`src/rtl/pulse_gen_pkg.sv`:
```
// Shared types and default widths for the pulse train stimulus generator.
package pulse_gen_pkg;

   localparam int DEF_CNT_W = 8;
   localparam int DEF_NUM_W = 8;

   typedef enum logic [1:0] {
      IDLE = 2'd0,
      HIGH = 2'd1,
      LOW  = 2'd2,
      FIN  = 2'd3
   } state_t;

endpackage

```
`src/rtl/phase_counter.sv`:
```
// Loadable down-counter timing one high or low phase of the pulse train.
module phase_counter
   import pulse_gen_pkg::*;
#(
   parameter int CNT_W = DEF_CNT_W
) (
   input  logic             clk,
   input  logic             rst,
   input  logic             load,
   input  logic [CNT_W-1:0] load_val,
   input  logic             en,
   output logic             zero
);

   localparam logic [CNT_W-1:0] ONE = {{(CNT_W-1){1'b0}}, 1'b1};

   logic [CNT_W-1:0] cnt;

   // Load wins over counting; the count parks at zero until the next load.
   always_ff @(posedge clk or posedge rst) begin
      if (rst) begin
         cnt <= '0;
      end else if (load) begin
         cnt <= load_val;
      end else if (en && (cnt != '0)) begin
         cnt <= cnt - ONE;
      end
   end

   assign zero = (cnt == '0);

endmodule

```
`src/rtl/pulse_train_gen.sv`:
```
// Programmable pulse train source driving the input of a delay chain under test.
module pulse_train_gen
   import pulse_gen_pkg::*;
#(
   parameter int CNT_W = DEF_CNT_W,
   parameter int NUM_W = DEF_NUM_W
) (
   input  logic             clk,
   input  logic             rst,
   input  logic             start,
   input  logic             abort,
   input  logic [CNT_W-1:0] high_len,
   input  logic [CNT_W-1:0] low_len,
   input  logic [NUM_W-1:0] num_pulses,
   output logic             pulse_out,
   output logic             busy,
   output logic             done,
   output logic [NUM_W-1:0] pulses_sent
);

   localparam logic [CNT_W-1:0] ONE_C = {{(CNT_W-1){1'b0}}, 1'b1};
   localparam logic [NUM_W-1:0] ONE_N = {{(NUM_W-1){1'b0}}, 1'b1};

   state_t           state;
   logic [CNT_W-1:0] high_lat;
   logic [CNT_W-1:0] low_lat;
   logic [NUM_W-1:0] num_lat;

   logic             go_high;
   logic             go_low;
   logic             ph_load;
   logic             ph_en;
   logic             ph_zero;
   logic [CNT_W-1:0] ph_val;

   // A zero length behaves as one cycle; the counter holds length minus one.
   function automatic logic [CNT_W-1:0] eff_m1(input logic [CNT_W-1:0] len);
      return (len == '0) ? '0 : (len - ONE_C);
   endfunction

   // Phase-entry decisions and the reload value for the phase counter.
   always_comb begin
      go_high = 1'b0;
      go_low  = 1'b0;
      ph_val  = '0;
      case (state)
         IDLE:    go_high = start && (num_pulses != '0);
         HIGH:    go_low  = !abort && ph_zero;
         LOW:     go_high = !abort && ph_zero && (pulses_sent < num_lat);
         default: ;
      endcase
      // In IDLE the fields are being latched this edge, so use the live inputs.
      if (state == IDLE) begin
         ph_val = eff_m1(high_len);
      end else if (go_high) begin
         ph_val = eff_m1(high_lat);
      end else begin
         ph_val = eff_m1(low_lat);
      end
      ph_load = go_high || go_low;
      ph_en   = (state == HIGH) || (state == LOW);
   end

   phase_counter #(
      .CNT_W (CNT_W)
   ) u_phase_counter (
      .clk      (clk),
      .rst      (rst),
      .load     (ph_load),
      .load_val (ph_val),
      .en       (ph_en),
      .zero     (ph_zero)
   );

   // Run FSM with registered outputs; abort outranks any phase transition.
   always_ff @(posedge clk or posedge rst) begin
      if (rst) begin
         state       <= IDLE;
         pulse_out   <= 1'b0;
         busy        <= 1'b0;
         done        <= 1'b0;
         pulses_sent <= '0;
         high_lat    <= '0;
         low_lat     <= '0;
         num_lat     <= '0;
      end else begin
         done <= 1'b0;
         case (state)
            IDLE: begin
               if (start) begin
                  high_lat <= high_len;
                  low_lat  <= low_len;
                  num_lat  <= num_pulses;
                  if (num_pulses != '0) begin
                     state       <= HIGH;
                     pulse_out   <= 1'b1;
                     busy        <= 1'b1;
                     pulses_sent <= ONE_N;
                  end else begin
                     state       <= FIN;
                     done        <= 1'b1;
                     pulses_sent <= '0;
                  end
               end
            end
            HIGH: begin
               if (abort) begin
                  state     <= IDLE;
                  pulse_out <= 1'b0;
                  busy      <= 1'b0;
               end else if (go_low) begin
                  state     <= LOW;
                  pulse_out <= 1'b0;
               end
            end
            LOW: begin
               if (abort) begin
                  state <= IDLE;
                  busy  <= 1'b0;
               end else if (go_high) begin
                  state       <= HIGH;
                  pulse_out   <= 1'b1;
                  pulses_sent <= pulses_sent + ONE_N;
               end else if (ph_zero) begin
                  state <= FIN;
                  busy  <= 1'b0;
                  done  <= 1'b1;
               end
            end
            FIN: begin
               state <= IDLE;
            end
            default: begin
               state     <= IDLE;
               pulse_out <= 1'b0;
               busy      <= 1'b0;
            end
         endcase
      end
   end

endmodule

```
`config.mk`:
```
export PLATFORM = sky130hd
export DESIGN_NAME = pulse_train_gen
export DESIGN_NICKNAME = d
export VERILOG_FILES = /design/src/rtl/pulse_gen_pkg.sv /design/src/rtl/phase_counter.sv /design/src/rtl/pulse_train_gen.sv
export SDC_FILE = /design/constraint.sdc
export NUM_CORES = 1
export LEC_CHECK = 0
export BUFFER_PORTS_ARGS = -buffer_cell sky130_fd_sc_hd__buf_2
export CAP_MARGIN = 20
export CELL_PAD_IN_SITES_DETAIL_PLACEMENT = 0
export CELL_PAD_IN_SITES_GLOBAL_PLACEMENT = 1
export CORE_MARGIN = 2
export CORE_UTILIZATION = 39
export CTS_CLUSTER_SIZE = 14
export DETAILED_ROUTE_END_ITERATION = 7
export GPL_TIMING_DRIVEN = 0
export PLACE_DENSITY = 0.76
export SLEW_MARGIN = 15
export SYNTH_ARGS = -nofsm -noshare
export SYNTH_HDL_FRONTEND = slang
export SYNTH_SLANG_ARGS = --single-unit
```
`constraint.sdc`:
```
create_clock -name clk -period 3.2 [get_ports clk]
set_clock_uncertainty 0.1 [all_clocks]
set_input_delay 0.8 -clock clk [delete_from_list [all_inputs] [get_ports clk]]
set_output_delay 0.8 -clock clk [all_outputs]
set_load 0.02 [all_outputs]
```
==> run_results.csv, run 1 <==
group,metric,value,unit
status,status,"finished clean",
routing,route.top_layer_used,"met4",
pwr,leakagePower,1.51,nW
critical_path,reg2reg_slack,320,ps
global_routing,grt_pass1_wl,12600,um
pwr,switchingPower,0.00133,W
pwr,pwr-share-clk,12.5,%
critical_path,path_max_fanout,7,
logic_synthesis,synth_enable_flop_cells,0,
critical_path,cp.required,3290,ps
floorplan,die_width,92.1,um
timing,hold_viol,0,
clock_network,path_clk_slew,90,ps
floorplan,start_util,39.8,%
clock_network,ctsLongestPathBuffers,2,
floorplan,fp.dieH,92.1,um
logic_synthesis,synth_xor_area_share,4.05,%
clock_network,cts_buffers,5,
critical_path,critPathArrivalTime,3060,ps
global_routing,track_usage,18.6,%
critical_path,crit_chain,"buf_2 -> nor4_1 -> nand2_1 -> nand2_1 -> nand2_1 -> o32a_1 -> o311ai_0",
clock_network,clock-sinks,45,
place,place_inst,478,
logic_synthesis,synthMuxAreaShare,7.53,%
pwr,pwr-share-seq,35.6,%
final_layout,nets,427,
timing,min_period,2970,ps
clock_network,clkLatencyLatePin,300,ps
logic_synthesis,yosys_register_bits,45,
worst_hold_path,hp-start,"num_lat[0]",
floorplan,rows,32,
logic_synthesis,ys_types,52,
place,globalplace.congestion,0.794,
critical_path,rr_startpoint,"pulses_sent[5]",
worst_hold_path,hold_path_depth,1,
final_layout,postLayoutCellArea,3470,um^2
critical_path,critPathKind,"input port to flip-flop",
flow_run,cap_violations,0,
logic_synthesis,synth_top_family_by_area,"simple AND/OR/NAND/NOR gates",
final_layout,drive_gt1_share,19.6,%
clock_network,cts_setup_buffers,0,
logic_synthesis,ys_async_sr_fraction,100,%
place,port_buffers,38,
pwr,switching_share,44.2,%
timing,fmax,0.337,GHz
logic_synthesis,synthSimpleGateAreaFrac,20.8,%
floorplan,core,7610,um^2
logic_synthesis,synthAdderAreaFrac,7.03,%
routing,wirelength,7240,um
floorplan,num_io_pins,39,
global_routing,antenna_found_initial,0,
critical_path,r2r-end,"pulses_sent[6]",
logic_synthesis,syn-num-nets,382,
routing,met3_length,235,um
pwr,powerDensity,866,nW/um^2
global_routing,overflow,0,
routing,wl_met1,3500,um
critical_path,cp-start-kind,"input port",
pwr,vdd_drop_max,0.000375,V
logic_synthesis,avgSynthCellArea,8.98,um^2
timing,drv_slew,0,
final_layout,final_cells,485,
routing,drtIter0Drc,103,
floorplan,dieArea,8480,um^2
routing,vias,2635,
routing,final_antenna_net_count,0,
final_layout,final_cell_mix,"dfrtp_1, buf_2, nand2_1",
timing,rsz0062_at_grt,"false",
timing,setup_viol,0,
final_layout,diodes,0,
logic_synthesis,syn_inst,337,
timing,max_slew_margin,53.8,%
routing,drc_errors,0,
pwr,p_int,0.00168,W
clock_network,cts_root_buf,"clkbuf_8",
timing,finalCritPeriodShare,92.8,%
critical_path,timing.critical_path.buf_inv,1,
logic_synthesis,synth-seq-area-share,37.2,%
routing,wl_met2,3450,um
global_routing,grt_max_degree,25,
timing,tightest_slew,686,ps
worst_hold_path,min_path_type,"flip-flop to flip-flop",
critical_path,critPathMaxStageDelay,620,ps
critical_path,endpoint_kind,"flip-flop",
routing,dr.pass1.iters,4,
global_routing,grt_pass1_vias,2655,
critical_path,ff2ff_path_depth,7,
clock_network,tritoncts,"yes",
worst_hold_path,holdPathEnd,"num_lat[0]",
logic_synthesis,ys_dominant_reg_cell,"dfrtp_1",
routing,wl_per_cell,14.9,um
critical_path,critPathSlowestCell,"nor4_1",
final_layout,syn2layout_area_growth,14.8,%
logic_synthesis,syn_area,3030,um^2
logic_synthesis,synth_compound_area_share,19.6,%
place,dpl-instance-area,3370,um^2
pwr,p_comb_share,51.9,%
critical_path,cp_common_cell,"nand2_1",
place,dp_hpwl,5630,um
critical_path,path_delay_family,"simple AND/OR/NAND/NOR gates",
final_layout,final_common_cell,"dfrtp_1",
clock_network,cts_max_level,2,
routing,viasPerCell,5.43,
logic_synthesis,synth_warnings,0,
==> final cells by class <==
cell class / count / area [um^2]
Fill cell: 773 / 4130
Sequential cell: 45 / 1130
Tap cell: 102 / 128
Multi-Input combinational cell: 262 / 1790
Clock buffer: 6 / 82.6
Inverter: 22 / 82.6
Timing Repair Buffer: 39 / 218
Clock inverter: 2 / 13.8
Buffer: 7 / 28.8
==> power by group through the flow <==
stage               Combinational, W  Sequential [W]  Clock (W)
finish                       0.00156         0.00107   0.000375
global route                 0.00179         0.00111   0.000412
CTS                          0.00157         0.00107   0.000392
detailed placement           0.00156         0.00108          0
global placement             0.00153         0.00107          0
floorplan                    0.00118         0.00104          0
==> metrics by stage <==
step                power (W)  util (%)  TNS (ps)  hold slack (ps)  setup slack, ps
finish                0.00301      45.7         0              424              232
global route          0.00331      45.7         0              462             34.8
floorplan             0.00222         -         0              372              515
detailed placement    0.00263      44.3      -134              404             -103
CTS                   0.00303      45.6         0              425              212
global placement      0.00259      43.9      -111              397             -111
==> registers in the layout, indices dropped and copies added, names as in the netlist <==
| register | cells |
|---|---|
| high_lat | 8 |
| low_lat | 8 |
| num_lat | 8 |
| pulses_sent | 8 |
| u_phase_counter.cnt | 8 |
| state | 2 |
| busy | 1 |
| done | 1 |
| pulse_out | 1 |
==> layer usage <==
metal / vias up / GRT usage (%)
li1: 1333 / -
met1: 1246 / 24.7
met2: 52 / 31.3
met3: 4 / 2.79
met4: 0 / 5.35
met5: - / 0
==> worst max path at each step <==
stage	start	end	slack [ps]	cells past startpoint
after floorplan	pulses_sent[5]	pulses_sent[6]	520	7
after global placement	num_pulses[4]	u_phase_counter.cnt[1]	-110	7
after detailed placement	num_pulses[4]	u_phase_counter.cnt[1]	-100	7
after CTS	num_pulses[4]	u_phase_counter.cnt[1]	210	7
after global routing	num_pulses[4]	u_phase_counter.cnt[1]	30	7
final	num_pulses[4]	u_phase_counter.cnt[1]	230	7
==> cells by family after synthesis <==
family                     count (synthesis)
AOI/OAI and AO/OA                         90
DFF                                       45
xor gates and xnor gates                  14
and+or+nand+nor                          120
buffers and inverters                     30
muxes                                     21
adders and majority gates                 17
==> repair_timing <==
action | in CTS | in global routing
hold buffers | 0 | 0
setup endpoints to repair | 0 | 6
gates resized for setup | 0 | 3
==> cells in the mapped netlist (2+ instances only) <==
cell	number	area share [%]
ha_1	17	7.0
or4_1	5	1.2
a2111oi_0	3	0.87
o22ai_1	2	0.41
nor2_1	20	2.5
o31ai_1	2	0.50
or3_1	2	0.41
mux2i_1	7	2.3
o311ai_0	2	0.58
a21o_1	2	0.50
nand3_1	5	0.83
clkbuf_1	5	0.62
inv_1	22	2.7
a21boi_0	2	0.50
nor4_1	5	1.0
and2_1	3	0.62
mux2_2	14	5.2
nand2_1	35	4.3
o21ai_0	31	5.1
a211oi_1	2	0.50
o32ai_1	3	0.87
xnor2_1	8	2.3
and3_1	3	0.62
nor3b_1	5	1.2
a221o_1	2	0.66
a31oi_1	3	0.62
dfrtp_1	45	37
nor3_1	22	3.6
xor2_1	6	1.7
buf_2	2	0.33
nand4_1	2	0.41
nor2b_1	7	1.4
a211o_1	3	0.87
a21oi_1	21	3.5
o21a_1	2	0.50
Note: power is estimated with default switching activity, not from simulation.
==> run 2, diff against run 1 <==
- SYNTH_HIERARCHICAL: not set -> 1
==> run_results.csv, run 2 <==
group,metric,value,unit
status,status,"finished clean",
flow_run,cap_violations,0,
timing,tns,0,ps
logic_synthesis,syn_inst,325,
logic_synthesis,synth_enable_flop_cells,0,
floorplan,core,7330,um^2
clock_network,hold_buffers,0,
global_routing,grt_pass1_vias,2493,
final_layout,diodes,0,
logic_synthesis,yosys_register_bits,45,
clock_network,tritoncts,"yes",
final_layout,nets,420,
pwr,powerDensity,886,nW/um^2
worst_hold_path,min_path_type,"input port to asynchronous set/reset pin",
routing,dr.pass1.iters,4,
timing,rsz0062_at_grt,"false",
final_layout,syn2layout_area_growth,15.7,%
critical_path,endpoint_kind,"flip-flop",
logic_synthesis,synthTopCellsByCount,"dfrtp_1, nand2_1, o21ai_0, inv_1",
logic_synthesis,synth_area_leader_cell,"dfrtp_1",
floorplan,die_width,91.4,um
routing,final_antenna_net_count,0,
logic_synthesis,synth.most_common_cell,"dfrtp_1",
floorplan,num_io_pins,39,
routing,drtIter0Drc,184,
pwr,leakagePower,1.46,nW
logic_synthesis,synth-seq-area-share,37.8,%
logic_synthesis,synth.area.top_cells,"dfrtp_1, ha_1, nand2_1",
routing,vias,2553,
final_layout,final_common_cell,"dfrtp_1",
clock_network,cts_buffers,5,
pwr,pwr-share-clk,11.5,%
global_routing,track_usage,18.5,%
pwr,switching_share,44.8,%
timing,tightest_slew,582,ps
clock_network,clock-sinks,45,
floorplan,dieArea,8350,um^2
final_layout,final_cell_mix,"dfrtp_1, nand2_1, buf_2",
timing,max_slew_margin,60.6,%
logic_synthesis,syn_area,2980,um^2
clock_network,cts_max_level,2,
clock_network,path_clk_slew,90,ps
pwr,p_comb_share,54.0,%
critical_path,critPathArrivalTime,3140,ps
logic_synthesis,ys_dominant_reg_cell,"dfrtp_1",
critical_path,critPathKind,"flip-flop to flip-flop",
timing,finalCritPeriodShare,94.0,%
place,port_buffers,38,
routing,drc_errors,0,
global_routing,grt_pass1_wl,12500,um
pwr,vdd_drop_max,0.000406,V
floorplan,start_util,40.6,%
pwr,switchingPower,0.00137,W
logic_synthesis,synth_warnings,6,
logic_synthesis,ys_async_sr_fraction,100,%
critical_path,cp-start-kind,"flip-flop",
place,globalplace.congestion,0.860,
place,dp_hpwl,5580,um
final_layout,drive_gt1_share,21.5,%
timing,min_period,3010,ps
logic_synthesis,avgSynthCellArea,9.17,um^2
critical_path,reg2reg_slack,190,ps
logic_synthesis,synth.top_cell.area_share,37.8,%
timing,hold_viol,0,
routing,viasPerCell,5.37,
routing,wl_per_cell,15.0,um
global_routing,antenna_found_initial,0,
routing,wirelength,7140,um
logic_synthesis,ys_types,57,
final_layout,fin_util,47.0,%
logic_synthesis,syn-num-nets,370,
critical_path,cp.required,3330,ps
clock_network,ctsLongestPathBuffers,2,
clock_network,cts_root_buf,"clkbuf_8",
pwr,p_int,0.00169,W
floorplan,rows,31,
timing,setup_viol,0,
clock_network,clkLatencyLatePin,300,ps
pwr,pwr-share-seq,34.5,%
global_routing,overflow,0,
timing,drv_slew,0,
floorplan,fp.dieH,91.4,um
critical_path,path_max_fanout,10,
timing,fmax,0.332,GHz
global_routing,grt_max_degree,28,
run 2: cell type report:
type	instances	area, um^2
fillers	728	3880
plain buffers	10	50.0
flip-flops and latches	45	1130
clock buffers	5	68.8
inverters	23	86.3
well taps	99	124
clock inverters	3	17.5
multi-input cells	247	1740
repair buffers	43	238
run 2: critical path, stage by stage, from the launching register on:
cell      delay [ps]
dfrtp_1          380
inv_1            110
ha_1             210
or4b_4           530
nor2_4           170
nand3b_1         180
a211oi_4         270
buf_4            190
a32oi_4          150
buf_6            170
or3_1            340
a21oi_1          150
run 2: power groups by stage:
| stage | clock [W] | sequential [W] | combinational [W] |
|---|---|---|---|
| 2_1_floorplan | 0 | 0.00103 | 0.00122 |
| 3_3_place_gp | 0 | 0.00105 | 0.00159 |
| 3_5_place_dp | 0 | 0.00107 | 0.00161 |
| 4_1_cts | 0.000367 | 0.00105 | 0.00165 |
| 5_1_grt | 0.000393 | 0.00109 | 0.00187 |
| 6_report | 0.000353 | 0.00105 | 0.00165 |
run 2: kinds of logic after synthesis:
logic type      count (synthesis)  share of synthesized area (%)
buf+inv                        33                           4.41
compound gates                 88                           21.0
fa+ha+maj                      17                           7.14
simple gates                  109                           18.8
xor+xnor                       18                           5.29
flops                          45                           37.8
mux                            15                           5.63
run 2: worst paths after layout:
path | cells after the start | from | to
max | 11 | u_phase_counter/cnt[0] | pulses_sent[4]
max in group asynchronous | 3 | rst | high_lat[3]
min reg2reg | 1 | u_phase_counter/cnt[3] | u_phase_counter/cnt[3]
min | 2 | rst | pulses_sent[4]
min in group clk | 1 | u_phase_counter/cnt[3] | u_phase_counter/cnt[3]
max reg2reg | 11 | u_phase_counter/cnt[0] | pulses_sent[4]
run 2: through the flow:
| stage | total power, W | setup slack [ps] | instances | area (um^2) | hold WS (ps) |
|---|---|---|---|---|---|
| floorplan | 0.00225 | 196 | 325 | 2980 | 371 |
| global placement | 0.00264 | -304 | 462 | 3290 | 411 |
| detailed placement | 0.00268 | -386 | 463 | 3310 | 415 |
| CTS | 0.00306 | 72.1 | 473 | 3430 | 342 |
| global route | 0.00335 | 37.6 | 475 | 3450 | 354 |
| finish | 0.00305 | 192 | 475 | 3450 | 336 |
run 2: metal layers:
metal  GRT usage (%)  wire length [um]
met5               0                 0
met4            4.55               110
met3            3.24               275
met2            27.4              3160
met1            27.9              3590
run 2: timing repair:
item,in CTS,in global routing
resized for setup,5,5
cloned,1,0
buffers inserted,1,2
pin swaps,1,1
setup endpoints to repair,8,8
==> run 3, diff against run 2 <==
- CORE_UTILIZATION: 39 -> 44
- PLACE_DENSITY: 0.76 -> 0.83
==> run_results.csv, run 3 (synthesis gave the netlist of run 2 again) <==
group,metric,value,unit
timing,setup_viol,0,
routing,route.top_layer_used,"met4",
floorplan,num_io_pins,39,
clock_network,cts_max_level,2,
routing,wl_per_cell,15.4,um
critical_path,critPathArrivalTime,3060,ps
place,globalplace.congestion,0.809,
timing,hold_viol,0,
timing,min_period,3000,ps
critical_path,cp-start-kind,"flip-flop",
final_layout,postLayoutCellArea,3440,um^2
timing,max_slew_margin,58.2,%
clock_network,clkLatencyLatePin,300,ps
floorplan,core,6460,um^2
routing,drc_errors,0,
global_routing,antenna_found_initial,0,
routing,final_antenna_net_count,0,
clock_network,tritoncts,"yes",
final_layout,final-seq-area,1130,um^2
final_layout,diodes,0,
critical_path,path_max_fanout,10,
worst_hold_path,min_path_type,"input port to asynchronous set/reset pin",
place,dpl-instance-area,3290,um^2
critical_path,r2r-end,"u_phase_counter/cnt[3]",
floorplan,fp.dieH,86.3,um
routing,dr.pass1.iters,5,
status,status,"finished clean",
timing,drv_slew,0,
critical_path,rr_startpoint,"u_phase_counter/cnt[0]",
clock_network,cts_buffers,5,
routing,wl_met1,3570,um
place,dp_hpwl,5410,um
floorplan,rows,29,
clock_network,cts_root_buf,"clkbuf_8",
pwr,vdd_drop_max,0.000429,V
routing,wirelength,6960,um
critical_path,reg2reg_slack,200,ps
critical_path,critical_path.startpoint,"u_phase_counter/cnt[0]",
timing,finalCritPeriodShare,93.6,%
place,port_buffers,38,
clock_network,ctsLongestPathBuffers,2,
floorplan,dieArea,7450,um^2
routing,drtIter0Drc,168,
critical_path,ff2ff_path_depth,12,
timing,tightest_slew,619,ps
timing,rsz0062_at_grt,"false",
routing,wl_met2,3130,um
final_layout,nets,420,
final_layout,final_cell_mix,"dfrtp_1, nand2_1, buf_2",
floorplan,start_util,46.1,%
global_routing,grt_pass1_vias,2462,
critical_path,endpoint_kind,"flip-flop",
global_routing,grt_max_degree,23,
timing,tns,0,ps
routing,viasPerCell,5.61,
routing,vias,2542,
global_routing,track_usage,20.5,%
clock_network,path_clk_slew,80,ps
place,pre_cts_slack,-359,ps
critical_path,cp.required,3270,ps
clock_network,clock-sinks,45,
timing,fin_ws,204,ps
final_layout,syn2layout_area_growth,15.3,%
final_layout,final_common_cell,"dfrtp_1",
critical_path,crit_end,"u_phase_counter/cnt[3]",
global_routing,grt_pass1_wl,12100,um
flow_run,cap_violations,0,
routing,met3_length,181,um
timing,fmax,0.334,GHz
final_layout,multi_input_area,1750,um^2
floorplan,die_width,86.3,um
final_layout,fin_util,53.2,%
critical_path,critPathKind,"flip-flop to flip-flop",
final_layout,fill_cells,620,
global_routing,overflow,0,
pwr,powerDensity,884,nW/um^2
final_layout,drive_gt1_share,21.5,%
place,place_inst,441,
final_layout,final_cells,453,
pwr,leakagePower,1.47,nW
## run 3: cell types whose count changed in the layout (fill, tap and decap cells not counted)
cell	delta
o31ai_4	+1
buf_16	+1
a21boi_0	+1
buf_12	-1
buf_4	+1
o31ai_2	-1
a21boi_1	-1
clkbuf_4	-1
## run 3: cell type report
cell class              count  share of cell area [%]
clock buffers               5                    2.00
multi-input cells         247                    50.8
plain buffers              10                    1.46
clock inverters             3                   0.510
inverters                  23                    2.51
well taps                  77                    2.80
repair buffers             43                    7.14
flip-flops and latches     45                    32.8
## run 3: routing by layer
layer  vias to the layer above  global-route usage (%)
met5                         -                       0
met2                        42                    31.1
met4                         0                    5.54
li1                       1277                       -
met1                      1216                    31.1
met3                         7                    2.29
## run 3: how the worst min path moves through the flow
stage               startpoint                     end  slack [ps]
finish                     rst  u_phase_counter/cnt[7]         350
floorplan           num_lat[0]              num_lat[0]         370
global placement    num_lat[0]              num_lat[0]         410
global route               rst  u_phase_counter/cnt[6]         380
CTS                        rst  u_phase_counter/cnt[6]         350
detailed placement  num_lat[0]              num_lat[0]         410
## run 3: timing repair
action / in CTS / in global routing
hold buffers: 0 / 0
cloned: 1 / 0
endpoints found under the setup margin: 8 / 10
resized for setup: 4 / 7
setup buffers: 2 / 1
pin swaps: 1 / 0
## run 3: metrics by stage
step	power, W	hold WS [ps]
after floorplan	0.00225	371
after global placement	0.00262	413
after detailed placement	0.00266	411
after CTS	0.00303	350
after global routing	0.00334	379
final	0.00304	346
## run 3: power by group
group / switching, W / internal [W]
combinational: 0.000927 / 0.000719
clock: 0.000192 / 0.000151
sequential: 0.000232 / 0.000816
## run 3: critical path, stage by stage, from the launching register on
cell and delay [ps]:
dfrtp_1 380, inv_1 110, ha_1 190, or4b_4 520, nor2_4 200, nand3b_1 170, a211oi_4 250, a21boi_0 170
clkbuf_2 230, nand3_1 110, o221ai_1 130, a22oi_1 210, o41ai_1 100
